<file path="config.mk">
export PLATFORM = sky130hd
export DESIGN_NAME = uart_param
export DESIGN_NICKNAME = d
export VERILOG_FILES = /design/src/rtl/uart_pkg.sv /design/src/rtl/uart_param_fifo.sv /design/src/rtl/uart_param.sv
export SDC_FILE = /design/constraint.sdc
export NUM_CORES = 1
export LEC_CHECK = 0
export BUFFER_PORTS_ARGS = -buffer_cell sky130_fd_sc_hd__buf_2
export CAP_MARGIN = 20
export CORE_ASPECT_RATIO = 1.1
export CORE_MARGIN = 2
export CORE_UTILIZATION = 26
export CTS_BUF_LIST = sky130_fd_sc_hd__clkbuf_4
export CTS_CLUSTER_SIZE = 8
export DETAILED_ROUTE_END_ITERATION = 8
export HOLD_SLACK_MARGIN = 0.1
export PLACE_DENSITY = 0.51
export SYNTH_ARGS = -nofsm -noshare
export SYNTH_HDL_FRONTEND = slang
export SYNTH_SLANG_ARGS = --single-unit
export TNS_END_PERCENT = 20
</file>
<file path="constraint.sdc">
create_clock -name clk_in -period 2.81 [get_ports clk_in]
set_input_delay 0 -clock clk_in [delete_from_list [all_inputs] [get_ports clk_in]]
set_output_delay 0 -clock clk_in [all_outputs]
set_load 0.03 [all_outputs]
</file>
<file path="src/rtl/uart_pkg.sv">
// Shared definitions for the parametrised UART: parity encodings, FSM state
// encodings, baud-generator widths and the elaboration-time helper functions.
package uart_pkg;

    localparam int PAR_NONE = 0;
    localparam int PAR_ODD  = 1;
    localparam int PAR_EVEN = 2;

    localparam int SAMPLE_BITS = 4;   // 16 sample ticks per bit
    localparam int ACC_BITS    = 16;  // phase accumulator width

    // One-hot bit positions of the RX and TX state vectors
    localparam int RX_IDLE = 0, RX_START = 1, RX_DATA = 2, RX_PARITY = 3, RX_STOP = 4;
    localparam int TX_IDLE = 0, TX_START = 1, TX_DATA = 2, TX_PARITY = 3, TX_STOP = 4;

    typedef enum logic [4:0] {
        RX_S_IDLE   = 5'(1 << RX_IDLE),
        RX_S_START  = 5'(1 << RX_START),
        RX_S_DATA   = 5'(1 << RX_DATA),
        RX_S_PARITY = 5'(1 << RX_PARITY),
        RX_S_STOP   = 5'(1 << RX_STOP)
    } rx_state_t;

    typedef enum logic [4:0] {
        TX_S_IDLE   = 5'(1 << TX_IDLE),
        TX_S_START  = 5'(1 << TX_START),
        TX_S_DATA   = 5'(1 << TX_DATA),
        TX_S_PARITY = 5'(1 << TX_PARITY),
        TX_S_STOP   = 5'(1 << TX_STOP)
    } tx_state_t;

    // round(baud * 16 * 2^16 / clock); 64-bit math avoids overflow
    function automatic longint baud_increment(input longint clock_freq, input longint baud_rate);
        longint num;
        num = baud_rate * (longint'(1) << (SAMPLE_BITS + ACC_BITS));
        return (num + clock_freq / 2) / clock_freq;
    endfunction

    // Parity bit to transmit / expect for a zero-extended data word
    function automatic logic parity_bit(input logic [7:0] data, input int parity);
        return (parity == PAR_EVEN) ? (^data) : ~(^data);
    endfunction

endpackage

</file>
<file path="src/rtl/uart_param_fifo.sv">
// Synchronous FIFO with a registered head output. The head register is
// loaded directly on a push into an (effectively) empty FIFO, otherwise it
// is refreshed from storage by a registered read when the head is popped.
module uart_param_fifo #(
    parameter int WIDTH      = 8,
    parameter int DEPTH_LOG2 = 4
) (
    input  logic             clk_in,
    input  logic             rst_in,
    input  logic             push_in,
    input  logic [WIDTH-1:0] data_in,
    input  logic             pop_in,
    output logic [WIDTH-1:0] data_out,
    output logic             empty_out,
    output logic             full_out
);
    localparam int DEPTH = 1 << DEPTH_LOG2;
    localparam logic [DEPTH_LOG2:0] ONE = {{DEPTH_LOG2{1'b0}}, 1'b1};

    logic [WIDTH-1:0]    mem [DEPTH];
    logic [DEPTH_LOG2:0] wr_ptr_reg, rd_ptr_reg, rd_ptr_inc, count;
    logic [WIDTH-1:0]    head_reg;

    assign count      = wr_ptr_reg - rd_ptr_reg;
    assign rd_ptr_inc = rd_ptr_reg + ONE;
    assign empty_out  = (count == '0);
    assign full_out   = count[DEPTH_LOG2];
    assign data_out   = head_reg;

    // Storage write port
    always_ff @(posedge clk_in) begin
        if (push_in)
            mem[wr_ptr_reg[DEPTH_LOG2-1:0]] <= data_in;
    end

    // Read/write pointers, extra MSB distinguishes full from empty
    always_ff @(posedge clk_in) begin
        if (rst_in) begin
            wr_ptr_reg <= '0;
            rd_ptr_reg <= '0;
        end else begin
            if (push_in) wr_ptr_reg <= wr_ptr_reg + ONE;
            if (pop_in)  rd_ptr_reg <= rd_ptr_inc;
        end
    end

    // Head register: bypass when the pushed word becomes the head
    always_ff @(posedge clk_in) begin
        if (rst_in)
            head_reg <= '0;
        else if (push_in && (empty_out || (pop_in && count == ONE)))
            head_reg <= data_in;
        else if (pop_in && count > ONE)
            head_reg <= mem[rd_ptr_inc[DEPTH_LOG2-1:0]];
    end

endmodule

</file>
<file path="src/rtl/uart_param.sv">
// Parametrised UART: fractional baud generator, 16x oversampled receiver
// with sticky errors, and transmitter with configurable frame format.
// Define UART_PARAM_RX_FIFO_EN to buffer received bytes in a FIFO;
// otherwise a single holding register is used.
module uart_param
    import uart_pkg::*;
#(
    parameter int CLOCK_FREQ   = 12_500_000,
    parameter int BAUD_RATE    = 9600,
    parameter int DATA_BITS    = 8,
    parameter int PARITY       = 0,
    parameter int STOP_BITS    = 1,
    parameter int RX_FIFO_LOG2 = 4
) (
    input  logic       clk_in,
    input  logic       rst_in,
    input  logic [7:0] data_in,
    input  logic       send_in,
    output logic       tx_ready_out,
    output logic       txd_out,
    input  logic       rxd_in,
    output logic [7:0] data_out,
    output logic       rx_valid_out,
    input  logic       rx_read_in,
    input  logic       err_clr_in,
    output logic       frame_err_out,
    output logic       parity_err_out,
    output logic       overrun_err_out
);
    localparam longint INC_L = baud_increment(longint'(CLOCK_FREQ), longint'(BAUD_RATE));
    localparam logic [ACC_BITS-1:0] BAUD_INC = INC_L[ACC_BITS-1:0];
    localparam logic [7:0] DATA_MASK = 8'((16'd1 << DATA_BITS) - 16'd1);
    localparam logic [2:0] LAST_BIT  = 3'(DATA_BITS - 1);
    localparam logic       STOP2     = (STOP_BITS == 2);

    generate
        if (INC_L <= 0 || INC_L >= (longint'(1) << ACC_BITS)) begin : g_bad_baud
            $error("uart_param: baud increment out of range");
        end
        if (DATA_BITS < 5 || DATA_BITS > 8 || STOP_BITS < 1 || STOP_BITS > 2 ||
            RX_FIFO_LOG2 < 1 ||
            !(PARITY == PAR_NONE || PARITY == PAR_ODD || PARITY == PAR_EVEN)) begin : g_bad_cfg
            $error("uart_param: unsupported frame configuration");
        end
    endgenerate

    logic [ACC_BITS-1:0]    acc_reg;
    logic [ACC_BITS:0]      acc_sum;
    logic                   tick, bit_tick;
    logic [SAMPLE_BITS-1:0] tick_cnt_reg;

    assign acc_sum  = {1'b0, acc_reg} + {1'b0, BAUD_INC};
    assign tick     = acc_sum[ACC_BITS];
    assign bit_tick = tick && (&tick_cnt_reg);

    // Phase accumulator and free-running sample-tick counter
    always_ff @(posedge clk_in) begin
        if (rst_in) begin
            acc_reg      <= '0;
            tick_cnt_reg <= '0;
        end else begin
            acc_reg <= acc_sum[ACC_BITS-1:0];
            if (tick) tick_cnt_reg <= tick_cnt_reg + 1'b1;
        end
    end

    logic rxd_meta_reg, rxd_sync_reg;

    // Two-flop synchroniser for the asynchronous RxD line
    always_ff @(posedge clk_in) begin
        if (rst_in) begin
            rxd_meta_reg <= 1'b1;
            rxd_sync_reg <= 1'b1;
        end else begin
            rxd_meta_reg <= rxd_in;
            rxd_sync_reg <= rxd_meta_reg;
        end
    end

    rx_state_t              rx_state_reg, rx_state_next;
    logic [SAMPLE_BITS-1:0] rx_phase_reg, rx_phase_next;
    logic [2:0]             rx_bit_reg, rx_bit_next;
    logic [7:0]             rx_data_reg, rx_data_next;
    logic                   rx_brk_reg, rx_brk_next;
    logic                   rx_mid, rx_push, frame_set, parity_set, overrun_set;

    assign rx_mid = tick && (tick_cnt_reg == rx_phase_reg);

    // RX state register
    always_ff @(posedge clk_in) begin
        if (rst_in) begin
            rx_state_reg <= RX_S_IDLE;
            rx_phase_reg <= '0;
            rx_bit_reg   <= '0;
            rx_data_reg  <= '0;
            rx_brk_reg   <= 1'b0;
        end else begin
            rx_state_reg <= rx_state_next;
            rx_phase_reg <= rx_phase_next;
            rx_bit_reg   <= rx_bit_next;
            rx_data_reg  <= rx_data_next;
            rx_brk_reg   <= rx_brk_next;
        end
    end

    // RX next-state: mid-bit sampling at the phase recorded on the start edge
    always_comb begin
        rx_state_next = rx_state_reg;
        rx_phase_next = rx_phase_reg;
        rx_bit_next   = rx_bit_reg;
        rx_data_next  = rx_data_reg;
        rx_brk_next   = rx_brk_reg;
        rx_push       = 1'b0;
        frame_set     = 1'b0;
        parity_set    = 1'b0;
        unique case (rx_state_reg)
            RX_S_IDLE: if (tick && !rxd_sync_reg) begin
                rx_phase_next = tick_cnt_reg + 4'd8;
                rx_state_next = RX_S_START;
            end
            RX_S_START: if (rx_mid) begin
                if (rxd_sync_reg) begin
                    rx_state_next = RX_S_IDLE;
                end else begin
                    rx_state_next = RX_S_DATA;
                    rx_bit_next   = '0;
                    rx_data_next  = '0;
                end
            end
            RX_S_DATA: if (rx_mid) begin
                rx_data_next[rx_bit_reg] = rxd_sync_reg;
                rx_bit_next = rx_bit_reg + 3'd1;
                if (rx_bit_reg == LAST_BIT)
                    rx_state_next = (PARITY != PAR_NONE) ? RX_S_PARITY : RX_S_STOP;
            end
            RX_S_PARITY: if (rx_mid) begin
                parity_set    = (rxd_sync_reg != parity_bit(rx_data_reg, PARITY));
                rx_state_next = RX_S_STOP;
            end
            RX_S_STOP: begin
                if (rx_brk_reg) begin
                    // Line held low past the stop bit: wait for it to recover
                    if (rxd_sync_reg) begin
                        rx_brk_next   = 1'b0;
                        rx_state_next = RX_S_IDLE;
                    end
                end else if (rx_mid) begin
                    rx_push = 1'b1;
                    if (!rxd_sync_reg) begin
                        frame_set   = 1'b1;
                        rx_brk_next = 1'b1;
                    end else begin
                        rx_state_next = RX_S_IDLE;
                    end
                end
            end
            default: rx_state_next = RX_S_IDLE;
        endcase
    end

`ifdef UART_PARAM_RX_FIFO_EN
    logic fifo_empty, fifo_full, fifo_push, fifo_pop;

    assign fifo_pop     = rx_read_in && !fifo_empty;
    assign fifo_push    = rx_push && (!fifo_full || fifo_pop);
    assign overrun_set  = rx_push && fifo_full && !fifo_pop;
    assign rx_valid_out = !fifo_empty;

    uart_param_fifo #(
        .WIDTH      (8),
        .DEPTH_LOG2 (RX_FIFO_LOG2)
    ) u_rx_fifo (
        .clk_in    (clk_in),
        .rst_in    (rst_in),
        .push_in   (fifo_push),
        .data_in   (rx_data_reg),
        .pop_in    (fifo_pop),
        .data_out  (data_out),
        .empty_out (fifo_empty),
        .full_out  (fifo_full)
    );
`else
    logic [7:0] hold_reg;
    logic       hold_valid_reg;

    assign overrun_set  = rx_push && hold_valid_reg && !rx_read_in;
    assign rx_valid_out = hold_valid_reg;
    assign data_out     = hold_reg;

    // Holding register: an unread byte is kept unless popped in the same cycle
    always_ff @(posedge clk_in) begin
        if (rst_in) begin
            hold_reg       <= '0;
            hold_valid_reg <= 1'b0;
        end else if (rx_push && (!hold_valid_reg || rx_read_in)) begin
            hold_reg       <= rx_data_reg;
            hold_valid_reg <= 1'b1;
        end else if (rx_read_in) begin
            hold_valid_reg <= 1'b0;
        end
    end
`endif

    logic frame_err_reg, parity_err_reg, overrun_err_reg;

    assign frame_err_out   = frame_err_reg;
    assign parity_err_out  = parity_err_reg;
    assign overrun_err_out = overrun_err_reg;

    // Sticky error flags; a set in the same cycle as a clear wins
    always_ff @(posedge clk_in) begin
        if (rst_in) begin
            frame_err_reg   <= 1'b0;
            parity_err_reg  <= 1'b0;
            overrun_err_reg <= 1'b0;
        end else begin
            frame_err_reg   <= frame_set   || (frame_err_reg   && !err_clr_in);
            parity_err_reg  <= parity_set  || (parity_err_reg  && !err_clr_in);
            overrun_err_reg <= overrun_set || (overrun_err_reg && !err_clr_in);
        end
    end

    tx_state_t  tx_state_reg, tx_state_next;
    logic       tx_pend_reg, tx_pend_next;
    logic [7:0] tx_data_reg, tx_data_next;
    logic [2:0] tx_bit_reg, tx_bit_next, tx_bit_inc;
    logic       tx_stop_reg, tx_stop_next;
    logic       txd_reg, txd_next;
    logic       tx_ready;

    assign tx_ready     = (tx_state_reg == TX_S_IDLE) && !tx_pend_reg;
    assign tx_ready_out = tx_ready;
    assign txd_out      = txd_reg;
    assign tx_bit_inc   = tx_bit_reg + 3'd1;

    // TX state register; txd is registered so it is glitch-free
    always_ff @(posedge clk_in) begin
        if (rst_in) begin
            tx_state_reg <= TX_S_IDLE;
            tx_pend_reg  <= 1'b0;
            tx_data_reg  <= '0;
            tx_bit_reg   <= '0;
            tx_stop_reg  <= 1'b0;
            txd_reg      <= 1'b1;
        end else begin
            tx_state_reg <= tx_state_next;
            tx_pend_reg  <= tx_pend_next;
            tx_data_reg  <= tx_data_next;
            tx_bit_reg   <= tx_bit_next;
            tx_stop_reg  <= tx_stop_next;
            txd_reg      <= txd_next;
        end
    end

    // TX next-state: each bit tick ends the current bit and loads the next
    always_comb begin
        tx_state_next = tx_state_reg;
        tx_pend_next  = tx_pend_reg;
        tx_data_next  = tx_data_reg;
        tx_bit_next   = tx_bit_reg;
        tx_stop_next  = tx_stop_reg;
        txd_next      = txd_reg;
        unique case (tx_state_reg)
            TX_S_IDLE: begin
                if (send_in && tx_ready) begin
                    tx_pend_next = 1'b1;
                    tx_data_next = data_in & DATA_MASK;
                end else if (tx_pend_reg && bit_tick) begin
                    tx_pend_next  = 1'b0;
                    tx_state_next = TX_S_START;
                    txd_next      = 1'b0;
                end
            end
            TX_S_START: if (bit_tick) begin
                tx_state_next = TX_S_DATA;
                tx_bit_next   = '0;
                txd_next      = tx_data_reg[0];
            end
            TX_S_DATA: if (bit_tick) begin
                if (tx_bit_reg == LAST_BIT) begin
                    tx_stop_next = 1'b0;
                    if (PARITY != PAR_NONE) begin
                        tx_state_next = TX_S_PARITY;
                        txd_next      = parity_bit(tx_data_reg, PARITY);
                    end else begin
                        tx_state_next = TX_S_STOP;
                        txd_next      = 1'b1;
                    end
                end else begin
                    tx_bit_next = tx_bit_inc;
                    txd_next    = tx_data_reg[tx_bit_inc];
                end
            end
            TX_S_PARITY: if (bit_tick) begin
                tx_state_next = TX_S_STOP;
                txd_next      = 1'b1;
            end
            TX_S_STOP: if (bit_tick) begin
                if (STOP2 && !tx_stop_reg)
                    tx_stop_next = 1'b1;
                else
                    tx_state_next = TX_S_IDLE;
            end
            default: tx_state_next = TX_S_IDLE;
        endcase
    end

endmodule

</file>
---- Yosys cells after proc, flatten, opt, wreduce, memory -nomap -nowiden ----
Cells that the tools add are included.
storage, ports and cells
  output and inout port bits .............. 14
  bits of input ports ..................... 14
  memories kept ........................... 0
  memory bits (writable) .................. 0
  bits in latches ......................... 0
  logic and storage cells ................. 149
  flip-flop bits (word level) ............. 73
  ROM bits ................................ 0
operators by class
  bitwise operators ....................... 1
  divide/modulo/power cells ............... 0
  $lt $le $gt $ge ......................... 3
  muxes and demuxes ....................... 55
  equal/unequal tests ..................... 29
  reductions and logical operators ........ 37
  add/subtract/negate cells ............... 5
  shifts and indexed selects .............. 0
  multipliers ............................. 0
operator list
  operator                                             number
  2-to-1 mux 5 bit                                     15
  case mux 5 bit (5 select lines)                      2
  != test 2 bit (second input constant)                13
  2-to-1 mux 8 bit                                     3
  2-to-1 mux 1 bit                                     21
  2-to-1 mux 3 bit                                     7
  adder 16 x 10 -> 17 bit (second input constant)      1
  case mux 8 bit (2 select lines)                      1
  logical AND 1 bit                                    13
  case mux 3 bit (2 select lines)                      2
  AND reduction 4 bit                                  3
  AND reduction 6 bit                                  2
  == test 5 x 1 -> 1 bit (second input constant)       2
  == test 5 x 2 -> 1 bit (second input constant)       2
  == test 5 x 3 -> 1 bit (second input constant)       2
  == test 5 x 4 -> 1 bit (second input constant)       2
  == test 5 bit (second input constant)                2
  bitwise mux 8 bit                                    1
  < comparator 3 x 4 -> 1 bit (second input constant)  2
  nonzero test 2 bit                                   4
  XOR reduction 8 bit                                  1
  AND reduction 7 bit                                  1
  adder 3 x 1 -> 3 bit (second input constant)         2
  == test 3 bit (second input constant)                2
  15 further kinds                                     24

---- Logic depth before layout (Yosys ltp) ----
Gate-level depths: netlist of the first run.
  depth after elaboration ................. 8
  depth in mapped cells ................... 8
  gate-level depth less buffers ........... 6

---- Worst setup path after synthesis of the first run ----
OpenSTA, ideal clock, no wires.
  path kind ............................... register -> register
  start point ............................. register tx_bit_reg[0]
  end point ............................... register txd_reg (netlist: txd_out)
  period minus slack after synthesis ...... 1.889 ns
  setup time .............................. 0.124 ns
  required time ........................... 2.686 ns
  stages on the path, launching flop included .. 7
  buffers on the path ..................... 0
  slack ................................... 0.921 ns
  arrival time ............................ 1.765 ns
  path through ............................ dfxtp_1 ha_1 mux4_2 mux2_2 o21ai_0 o2111a_1 o21ai_0
between the ends
  word-level cells in the longest chain between the ends .. 6
  elaborated cells between the ends (all ways) .. 7
  those cells by class .................... add/sub (1); eq/ne (1); mux (5)
RTL lines
  element                                 RTL line           source
  start, declared                         uart_param.sv:226  logic [2:0] tx_bit_reg, tx_bit_next, tx_bit_inc;
  start signal, assigned                  uart_param.sv:249  tx_bit_reg <= tx_bit_next;
  adder 3 x 1 -> 3 bit                    uart_param.sv:234  assign tx_bit_inc = tx_bit_reg + 3'd1;
  binary-select mux 1 bit (select 3 bit)  uart_param.sv:291  txd_next = tx_data_reg[tx_bit_inc];
  2-to-1 mux 1 bit (implied by the code)  uart_param.sv:291
  2-to-1 mux 1 bit (*)                    uart_param.sv:280  if (tx_bit_reg == LAST_BIT) begin
  2-to-1 mux 1 bit (*)                    uart_param.sv:279  TX_S_DATA: if (bit_tick) begin
  case mux 1 bit (4 select lines) (*)     uart_param.sv:263  unique case (tx_state_reg)
  end signal, assigned                    uart_param.sv:251  txd_reg <= txd_next;
  end, declared                           uart_param.sv:228  logic txd_reg, txd_next;
Mark *: on every way between the ends. The rest lies on a longest branch, timed or not. The select of a mux whose other input is x is not followed.
A chain may end at the register's enable or synchronous reset.

---- Worst setup path in the final report of the first run ----
  start point ............................. register tx_state_reg[4]
  end point ............................... register tx_data_reg[2]
between the ends
  word-level cells in the longest chain between the ends .. 4
RTL lines
  element                                   RTL line                              source
  start, declared                           uart_param.sv:223                     tx_state_t tx_state_reg, tx_state_next;
  start signal, assigned                    uart_param.sv:246                     tx_state_reg <= tx_state_next;
  == test 5 x 1 -> 1 bit (*)                uart_param.sv:231, uart_param.sv:263
  logical AND 1 bit                         uart_param.sv:231                     assign tx_ready = (tx_state_reg == TX_S_IDLE) && !tx_pend_reg;
  logical AND 1 bit                         uart_param.sv:265                     if (send_in && tx_ready) begin
  AND reduction 2 bit (no source line) (*)  n/a
  end signal, assigned                      uart_param.sv:248                     tx_data_reg <= tx_data_next;
  end, declared                             uart_param.sv:225                     logic [7:0] tx_data_reg, tx_data_next;
Mark *: on every way between the ends. The rest lies on a longest branch, timed or not.

==> results of run 1 <==
per-layer routing:
layer  vias to the layer above  share of wire, %  track usage (%)
met5                         -                 0                0
li1                       1374                 -                -
met3                        11               3.4             2.80
met2                        37                45             17.1
met1                      1237                49             12.8
met4                         0               2.3             6.09
final timing paths:
kind	start	endpoint	slack [ps]	cells past startpoint
worst max register to register	tx_state_reg[4]$_SDFFE_PP0P_	tx_data_reg[2]$_SDFFE_PP0P_	380	6
worst max-delay path	tx_state_reg[4]$_SDFFE_PP0P_	tx_data_reg[2]$_SDFFE_PP0P_	380	6
worst min-delay path	rst_in	acc_reg[14]$_SDFF_PP0_	150	2
worst min register to register	rxd_meta_reg$_SDFF_PP1_	rxd_sync_reg$_SDFF_PP1_	430	1
final cells by class:
cell class / count / area share, %
multi-input cells: 256 / 43.8
clock buffers: 9 / 1.74
flip-flops and latches: 71 / 36.6
well taps: 154 / 4.96
repair buffers: 50 / 9.21
clock inverters: 7 / 2.87
inverters: 8 / 0.773
diodes: 1 / 0.0644
worst max-delay path: stages, from the launching register on:
cell           delay [ps]
dfxtp_1               380
or4b_4                590
or2_1                 270
inv_1                 280
nand3_1               110
dlygate4sd3_1         560
a21oi_1               140
stage by stage:
stage / cell area, sq um / power (mW)
after global routing: 3880 / 2.41
after global placement: 3500 / 1.46
final: 3880 / 2.29
after CTS: 3880 / 2.32
after floorplan: 3240 / 1.40
after detailed placement: 3500 / 1.47
layout by cell type (no fill, tap or decap), types with 3 or more instances in the layout:
cell type,n
inv_1,8
dlygate4sd3_1,20
and4_1,3
o31ai_1,6
nand2_1,25
ha_1,6
o21ai_0,12
xnor2_1,3
o41ai_1,4
dfxtp_1,71
nor3_1,4
bufinv_16,3
clkbuf_4,9
buf_4,3
nor2_1,40
mux2i_1,12
nand4_1,10
a21oi_1,32
nor2b_1,6
xor2_1,15
nand3_1,15
nand3b_1,3
or3_1,4
nand4b_1,4
and3_1,5
buf_2,27
cells by family (layout without fill, tap and decap cells):
| group | count (synthesis) | in the layout |
|---|---|---|
| simple gates | 139 | 139 |
| compound gates | 77 | 77 |
| flops | 71 | 71 |
| buf+inv | 27 | 74 |
| xor+xnor | 18 | 18 |
| mux | 16 | 16 |
| fa+ha+maj | 6 | 6 |
| other cells | 0 | 1 |
power groups by stage:
stage,registers (mW),clock network [mW],logic (mW)
2_1_floorplan,1.12,0,0.278
3_3_place_gp,1.14,0,0.324
3_5_place_dp,1.14,0,0.327
5_1_grt,1.13,0.874,0.408
4_1_cts,1.12,0.828,0.372
6_report,1.12,0.801,0.370
==> impl_metrics.env, run 1 <==
export IMPL_hold_path_class="primary input to flip-flop"
export IMPL_worstSkewPairLatency_ps=430
export IMPL_antenna_found_initial=1
export IMPL_die_area_sq_um=13400
export IMPL_drc_errors=0
export IMPL_nNetsFinal=416
export IMPL_htreeDepth=3
export IMPL_slew_limit_headroom_pct=45.3
export IMPL_yosys_top_cells_count="dfxtp_1, nor2_1, a21oi_1, nand2_1"
export IMPL_grt_pass1_wl_um=11600
export IMPL_cts_tree="built"
export IMPL_syn_num_nets=374
export IMPL_start_util_pct=26.8
export IMPL_slew_violations=0
export IMPL_port_buffers=27
export IMPL_avgRoutedWirePerCell_um=12.4
export IMPL_synth_compound_area_share_pct=15.1
export IMPL_ctsHoldBuffers=20
export IMPL_clock_power_share_pct=34.9
export IMPL_synthDistinctLibCells=59
export IMPL_synth_top_family_by_area="simple AND/OR/NAND/NOR gates"
export IMPL_grt_overflow=0
export IMPL_crit_arrival_ps=2760
export IMPL_yosys_warnings=0
export IMPL_grt_pass1_vias=2553
export IMPL_synthMuxAreaShare_pct=5.79
export IMPL_period_share_pct=86.5
export IMPL_cts_root_buffer="clkbuf_4"
export IMPL_cts_resized=0
export IMPL_area_delta_synth_final_pct=19.8
export IMPL_dr_pass1_iters=4
export IMPL_regArea_sq_um=1420
export IMPL_status="completed"
export IMPL_cellPowerDensity_nw_per_um2=590
export IMPL_max_cap_viol_count=0
export IMPL_synth_area_leaders="dfxtp_1, a21oi_1, nor2_1"
export IMPL_dp_cells=519
export IMPL_hpwl_um=4720
export IMPL_multi_input_area_sq_um=1700
export IMPL_p_leak_nw=1.42
export IMPL_pre_cts_ws_ps=581
export IMPL_pwr_share_comb_pct=16.2
export IMPL_finalSetupViolations=0
export IMPL_seq_power_share_pct=48.9
export IMPL_crit_fanout=11
export IMPL_syn_avg_cell_area_sq_um=9.16
export IMPL_netlist_area_sq_um=3240
export IMPL_ios=28
export IMPL_routed_wl_um=6900
export IMPL_power_switching_uw=619
export IMPL_grt_start_max_net_pins=43
export IMPL_synthXorXnorAreaFrac_pct=4.86
export IMPL_intPower_mw=1.67
export IMPL_nFillCells=1263
export IMPL_synth_edff_count=0
export IMPL_finClkSkew_ps=26.8
export IMPL_worstMarginPinSlew_ps=820
export IMPL_ys_async_sr_fraction_pct=0
export IMPL_setup_slack_ps=379
export IMPL_dr_total_vias=2659
export IMPL_stdcell_count=556
export IMPL_drt_vias_per_instance=4.78
export IMPL_finalSetupTns_ps=0
export IMPL_drive_above_1_share_pct=15.5
export IMPL_clock_path_buffers=2
export IMPL_postCtsSetupBuffers=0
export IMPL_fp_dieH_um=121
export IMPL_synthSimpleGateAreaFrac_pct=24.4
export IMPL_synth_seq_cells=71
export IMPL_crit_path_end_kind="flip-flop"
export IMPL_drt_iter0_drc=101
export IMPL_ys_seq_area_share_pct=43.8
export IMPL_swShare_pct=27.0
export IMPL_hold_worst_slack_ps=153
export IMPL_netlist_instances=354
export IMPL_max_freq_mhz=411
export IMPL_largest_reg_flops=16
export IMPL_netlist_area_leader_share_pct=43.8
export IMPL_gp_congestion=0.747
export IMPL_synth_main_ff_cell="dfxtp_1"
export IMPL_startpoint_type="flip-flop"
export IMPL_clock_sinks=71
export IMPL_die_w_um=110
export IMPL_rows=42
export IMPL_cts_buffers=9
export IMPL_worstPathRequired_ps=3140
export IMPL_grt_setup_unrepaired="false"
export IMPL_crit_type="flip-flop to flip-flop"
export IMPL_detail_route_antenna_nets=0
export IMPL_synth_top_area_cell="dfxtp_1"
export IMPL_grt_use_total_pct=10.6
export IMPL_final_util_pct=32.1
export IMPL_core_area_sq_um=12100
export IMPL_period_minus_slack_ps=2430
export IMPL_synth_most_common_cell="dfxtp_1"
export IMPL_ir_drop_uv=191
export IMPL_clkSlewWorstSetupHoldPaths_ps=120
export IMPL_synthAdderAreaFrac_pct=2.31
export IMPL_hold_viol_final=0
Note: power is estimated with default switching activity, not from simulation.
==> run 2: changes to the inputs <==
- PLACE_DENSITY: 0.51 -> not set
==> impl_metrics.env, run 2 (synthesis results as in run 1) <==
export IMPL_crit_path_end_kind="flip-flop"
export IMPL_drc_errors=0
export IMPL_finalSetupTns_ps=0
export IMPL_crit_arrival_ps=2810
export IMPL_period_minus_slack_ps=2460
export IMPL_avgRoutedWirePerCell_um=12.5
export IMPL_dr_total_vias=2707
export IMPL_clkSlewWorstSetupHoldPaths_ps=110
export IMPL_pre_cts_ws_ps=396
export IMPL_final_common_cell="dfxtp_1"
export IMPL_crit_type="flip-flop to flip-flop"
export IMPL_startpoint_type="flip-flop"
export IMPL_htreeDepth=3
export IMPL_cellPowerDensity_nw_per_um2=558
export IMPL_diodes=0
export IMPL_cp_top_family="simple AND/OR/NAND/NOR gates"
export IMPL_grt_setup_unrepaired="false"
export IMPL_grt_start_max_net_pins=49
export IMPL_die_area_sq_um=13400
export IMPL_pwr_share_comb_pct=17.5
export IMPL_ir_drop_uv=187
export IMPL_grt_pass1_vias=2615
export IMPL_crit_fanout=11
export IMPL_setup_worst_path_start="tx_state_reg[1]$_SDFFE_PP0P_"
export IMPL_hold_viol_final=0
export IMPL_multi_input_area_sq_um=1700
export IMPL_worstSkewPairLatency_ps=430
export IMPL_grt_pass1_wl_um=11800
export IMPL_power_switching_uw=613
export IMPL_worstMarginPinSlew_ps=903
export IMPL_ios=28
export IMPL_cts_buffers=9
export IMPL_clock_power_share_pct=30.1
export IMPL_slew_limit_headroom_pct=39.8
export IMPL_largest_reg_flops=16
export IMPL_hold_path_class="primary input to flip-flop"
export IMPL_drive_above_1_share_pct=15.3
export IMPL_area_delta_synth_final_pct=18.2
export IMPL_crit_chain="or4b_4 > or2_1 > inv_1 > nand3_1 > dlygate4sd3_1 > a21oi_1"
export IMPL_nNetsFinal=415
export IMPL_status="completed"
export IMPL_seq_power_share_pct=52.4
export IMPL_gp_congestion=0.752
export IMPL_drt_iter0_drc=168
export IMPL_dr_pass1_iters=4
export IMPL_worstPathRequired_ps=3160
export IMPL_intPower_mw=1.53
export IMPL_cp_num_buf_inv=2
export IMPL_grt_use_total_pct=10.7
export IMPL_port_buffers=27
export IMPL_grt_overflow=0
export IMPL_final_cell_mix="dfxtp_1, nor2_1, a21oi_1, buf_2, nand2_1"
export IMPL_hpwl_um=4630
export IMPL_cts_resized=0
export IMPL_finalSetupViolations=0
export IMPL_max_stage_delay_ps=590
export IMPL_nFillCells=1254
export IMPL_die_w_um=110
export IMPL_finClkSkew_ps=13.8
export IMPL_cts_tree="built"
export IMPL_hold_path_startpoint="rst_in"
export IMPL_dpl_cell_area_sq_um=3500
export IMPL_start_util_pct=26.8
export IMPL_max_cap_viol_count=0
export IMPL_slowest_stage="dlygate4sd3_1"
export IMPL_regArea_sq_um=1420
export IMPL_fp_dieH_um=121
export IMPL_antenna_found_initial=0
export IMPL_core_area_sq_um=12100
export IMPL_clock_sinks=71
export IMPL_drt_vias_per_instance=4.89
export IMPL_swShare_pct=28.7
export IMPL_postCtsSetupBuffers=0
export IMPL_clock_path_buffers=2
export IMPL_detail_route_antenna_nets=0
export IMPL_r2r_start="tx_state_reg[1]$_SDFFE_PP0P_"
export IMPL_period_share_pct=87.4
export IMPL_slew_violations=0
export IMPL_p_leak_nw=1.40
export IMPL_fin_area_sq_um=3830
export IMPL_ctsHoldBuffers=20
export IMPL_max_freq_mhz=407
export IMPL_rows=42
export IMPL_setup_slack_ps=354
export IMPL_cts_root_buffer="clkbuf_4"
export IMPL_routed_wl_um=6900
[run 2: changes by cell type in the layout (fill, tap and decap cells not counted)]
cell	delta
buf_4	-1
clkinv_2	-1
bufinv_16	-2
clkbuf_4	+3
diode_2	-1
[run 2: cell type report]
cell class                 instances  area share, %
tap                              154           5.03
timing repair buffer              49           9.14
sequential                        71           37.1
clock inverter                     4           1.21
multi-input combinational        256           44.4
clock buffer                      12           2.35
inverter                           8          0.784
[run 2: path summary, 6_finish.rpt]
check / end / cells past startpoint / slack, ps
hold / removal: acc_reg[4]$_SDFF_PP0_ / 2 / 180
hold reg to reg: rxd_sync_reg$_SDFF_PP1_ / 1 / 420
setup / recovery: tx_data_reg[2]$_SDFFE_PP0P_ / 6 / 350
setup reg to reg: tx_data_reg[2]$_SDFFE_PP0P_ / 6 / 350
[run 2: routing by layer]
layer	track usage (%)	share of wire, %
met5	0	0
met4	5.00	2.2
met3	2.85	3.4
met2	17.0	47
met1	13.5	48
[run 2: power by group through the flow]
stage	Combinational (mW)	Sequential, mW	Clock (mW)
6_report	0.374	1.12	0.643
5_1_grt	0.417	1.13	0.713
4_1_cts	0.370	1.12	0.669
3_5_place_dp	0.324	1.14	0
3_3_place_gp	0.318	1.14	0
2_1_floorplan	0.278	1.12	0
[run 2: stage by stage]
step	hold WS [ps]	utilization, %	cells	power [mW]
detailed placement	189	28.9	518	1.47
floorplan	76.1	-	354	1.40
CTS	161	31.7	554	2.16
global placement	190	28.9	518	1.46
finish	182	31.7	554	2.14
global route	201	31.7	554	2.26
==> run 3: changes to the inputs <==
- clock period: 2.81 -> 2.9 ns (I/O delays scaled with it)
==> impl_metrics.env, run 3 (synthesis results as in run 1) <==
export IMPL_dp_cells=519
export IMPL_rrSetupSlack_ps=440
export IMPL_port_buffers=27
export IMPL_final_common_cell="dfxtp_1"
export IMPL_grt_overflow=0
export IMPL_cts_resized=0
export IMPL_finClkSkew_ps=12.0
export IMPL_grt_use_total_pct=10.6
export IMPL_core_area_sq_um=12100
export IMPL_drc_errors=0
export IMPL_cts_buffers=9
export IMPL_worstMarginPinSlew_ps=677
export IMPL_ctsHoldBuffers=21
export IMPL_cellPowerDensity_nw_per_um2=510
export IMPL_avgRoutedWirePerCell_um=12.3
export IMPL_regArea_sq_um=1420
export IMPL_hpwl_um=4520
export IMPL_cp_num_buf_inv=2
export IMPL_clkSlewWorstSetupHoldPaths_ps=110
export IMPL_largest_reg_flops=16
export IMPL_die_w_um=110
export IMPL_slowest_stage="dlygate4sd3_1"
export IMPL_cts_tree="built"
export IMPL_p_leak_nw=1.39
export IMPL_hold_path_class="primary input to flip-flop"
export IMPL_max_freq_mhz=407
export IMPL_nNetsFinal=417
export IMPL_grt_start_max_net_pins=30
export IMPL_dr_pass1_iters=5
export IMPL_cp_top_family="simple AND/OR/NAND/NOR gates"
export IMPL_stdcell_count=556
export IMPL_crit_type="flip-flop to flip-flop"
export IMPL_nFillCells=1261
export IMPL_start_util_pct=26.8
export IMPL_hold_viol_final=0
export IMPL_r2r_start="tx_state_reg[1]$_SDFFE_PP0P_"
export IMPL_area_delta_synth_final_pct=17.6
export IMPL_multi_input_area_sq_um=1700
export IMPL_detail_route_antenna_nets=0
export IMPL_path_depth=6
export IMPL_hold_path_depth=3
export IMPL_setup_slack_ps=443
export IMPL_drive_above_1_share_pct=14.7
export IMPL_period_minus_slack_ps=2460
export IMPL_crit_path_end_kind="flip-flop"
export IMPL_crit_fanout=11
export IMPL_postCtsSetupBuffers=0
export IMPL_finalSetupTns_ps=0
export IMPL_drt_vias_per_instance=4.84
export IMPL_slew_limit_headroom_pct=54.4
export IMPL_gp_congestion=0.746
export IMPL_cts_root_buffer="clkbuf_4"
export IMPL_crit_chain="or4b_4 > or2_1 > inv_1 > nand3_1 > dlygate4sd3_1 > a21oi_1"
export IMPL_routed_wl_um=6830
export IMPL_slew_violations=0
export IMPL_fin_area_sq_um=3810
export IMPL_period_share_pct=84.7
export IMPL_rows=42
export IMPL_r2r_end="tx_data_reg[5]$_SDFFE_PP0P_"
export IMPL_status="completed"
export IMPL_r2r_cells=6
export IMPL_grt_setup_unrepaired="false"
export IMPL_hold_end="rxd_meta_reg$_SDFF_PP1_"
export IMPL_worstSkewPairLatency_ps=420
export IMPL_pre_cts_ws_ps=731
export IMPL_final_util_pct=31.5
export IMPL_finalPower_mw=1.94
export IMPL_dpl_cell_area_sq_um=3500
export IMPL_crit_arrival_ps=2810
export IMPL_finalSetupViolations=0
export IMPL_fp_dieH_um=121
export IMPL_max_cap_viol_count=0
export IMPL_drt_iter0_drc=179
export IMPL_grt_pass1_vias=2570
export IMPL_hold_path_startpoint="rxd_in"
export IMPL_ios=28
export IMPL_max_stage_delay_ps=600
export IMPL_dr_total_vias=2689
export IMPL_hold_worst_slack_ps=292
export IMPL_startpoint_type="flip-flop"
export IMPL_antenna_found_initial=0
export IMPL_grt_pass1_wl_um=11800
export IMPL_die_area_sq_um=13400
export IMPL_worstPathRequired_ps=3250
export IMPL_clock_path_buffers=2
export IMPL_clock_sinks=71
export IMPL_htreeDepth=3
export IMPL_ir_drop_uv=159
export IMPL_final_cell_mix="dfxtp_1, nor2_1, a21oi_1, buf_2, nand2_1"
==> run 3: changes by cell type in the layout (fill, tap and decap cells not counted), sizes merged <==
cell / delta
clkbuf: -3
clkinv: +3
buf: +1
bufinv: -1
diode: +1
dlygate4sd3: +1
==> run 3: worst reg2reg max path, stage by stage (launching register included) <==
cell and delay, ps:
dfxtp_1 400, or4b_4 580, or2_1 270, inv_1 280, nand3_1 150, dlygate4sd3_1 600, a21oi_1 120
==> run 3: metal layers <==
layer / vias to the layer above / wire length (um) / track usage, %
li1: 1383 / - / -
met1: 1256 / 3270 / 13.3
met2: 43 / 3220 / 17.4
met4: 0 / 91 / 4.45
met3: 7 / 239 / 2.45
met5: - / 0 / 0
==> run 3: where the power goes <==
group | switching, mW | leakage, nW | total (mW) | internal, mW
logic | 0.203 | 0.758 | 0.363 | 0.159
clock network | 0.333 | 0.0541 | 0.493 | 0.160
registers | 0.0556 | 0.577 | 1.09 | 1.03
total | 0.592 | 1.39 | 1.94 | 1.35
==> run 3: layout make-up <==
class                      count  share of cell area, %
tap                          154                   5.05
clock buffer                   9                   1.77
inverter                       8                  0.788
timing repair buffer          51                   9.65
multi-input combinational    256                   44.6
sequential                    71                   37.3
clock inverter                 6                  0.755
antenna                        1                 0.0656
==> run 3: worst max-delay path by stage <==
stage                                       from                           to  slack [ps]
floorplan             tx_bit_reg[0]$_SDFFE_PP0P_         txd_out$_SDFFE_PP1P_        1010
global placement      tx_bit_reg[0]$_SDFFE_PP0P_         txd_out$_SDFFE_PP1P_         810
detailed placement        acc_reg[10]$_SDFF_PP0_  rx_data_reg[6]$_SDFFE_PP0P_         730
CTS                 tx_state_reg[1]$_SDFFE_PP0P_  tx_data_reg[4]$_SDFFE_PP0P_         500
global route        tx_state_reg[1]$_SDFFE_PP0P_  tx_data_reg[7]$_SDFFE_PP0P_         330
finish              tx_state_reg[1]$_SDFFE_PP0P_  tx_data_reg[5]$_SDFFE_PP0P_         440
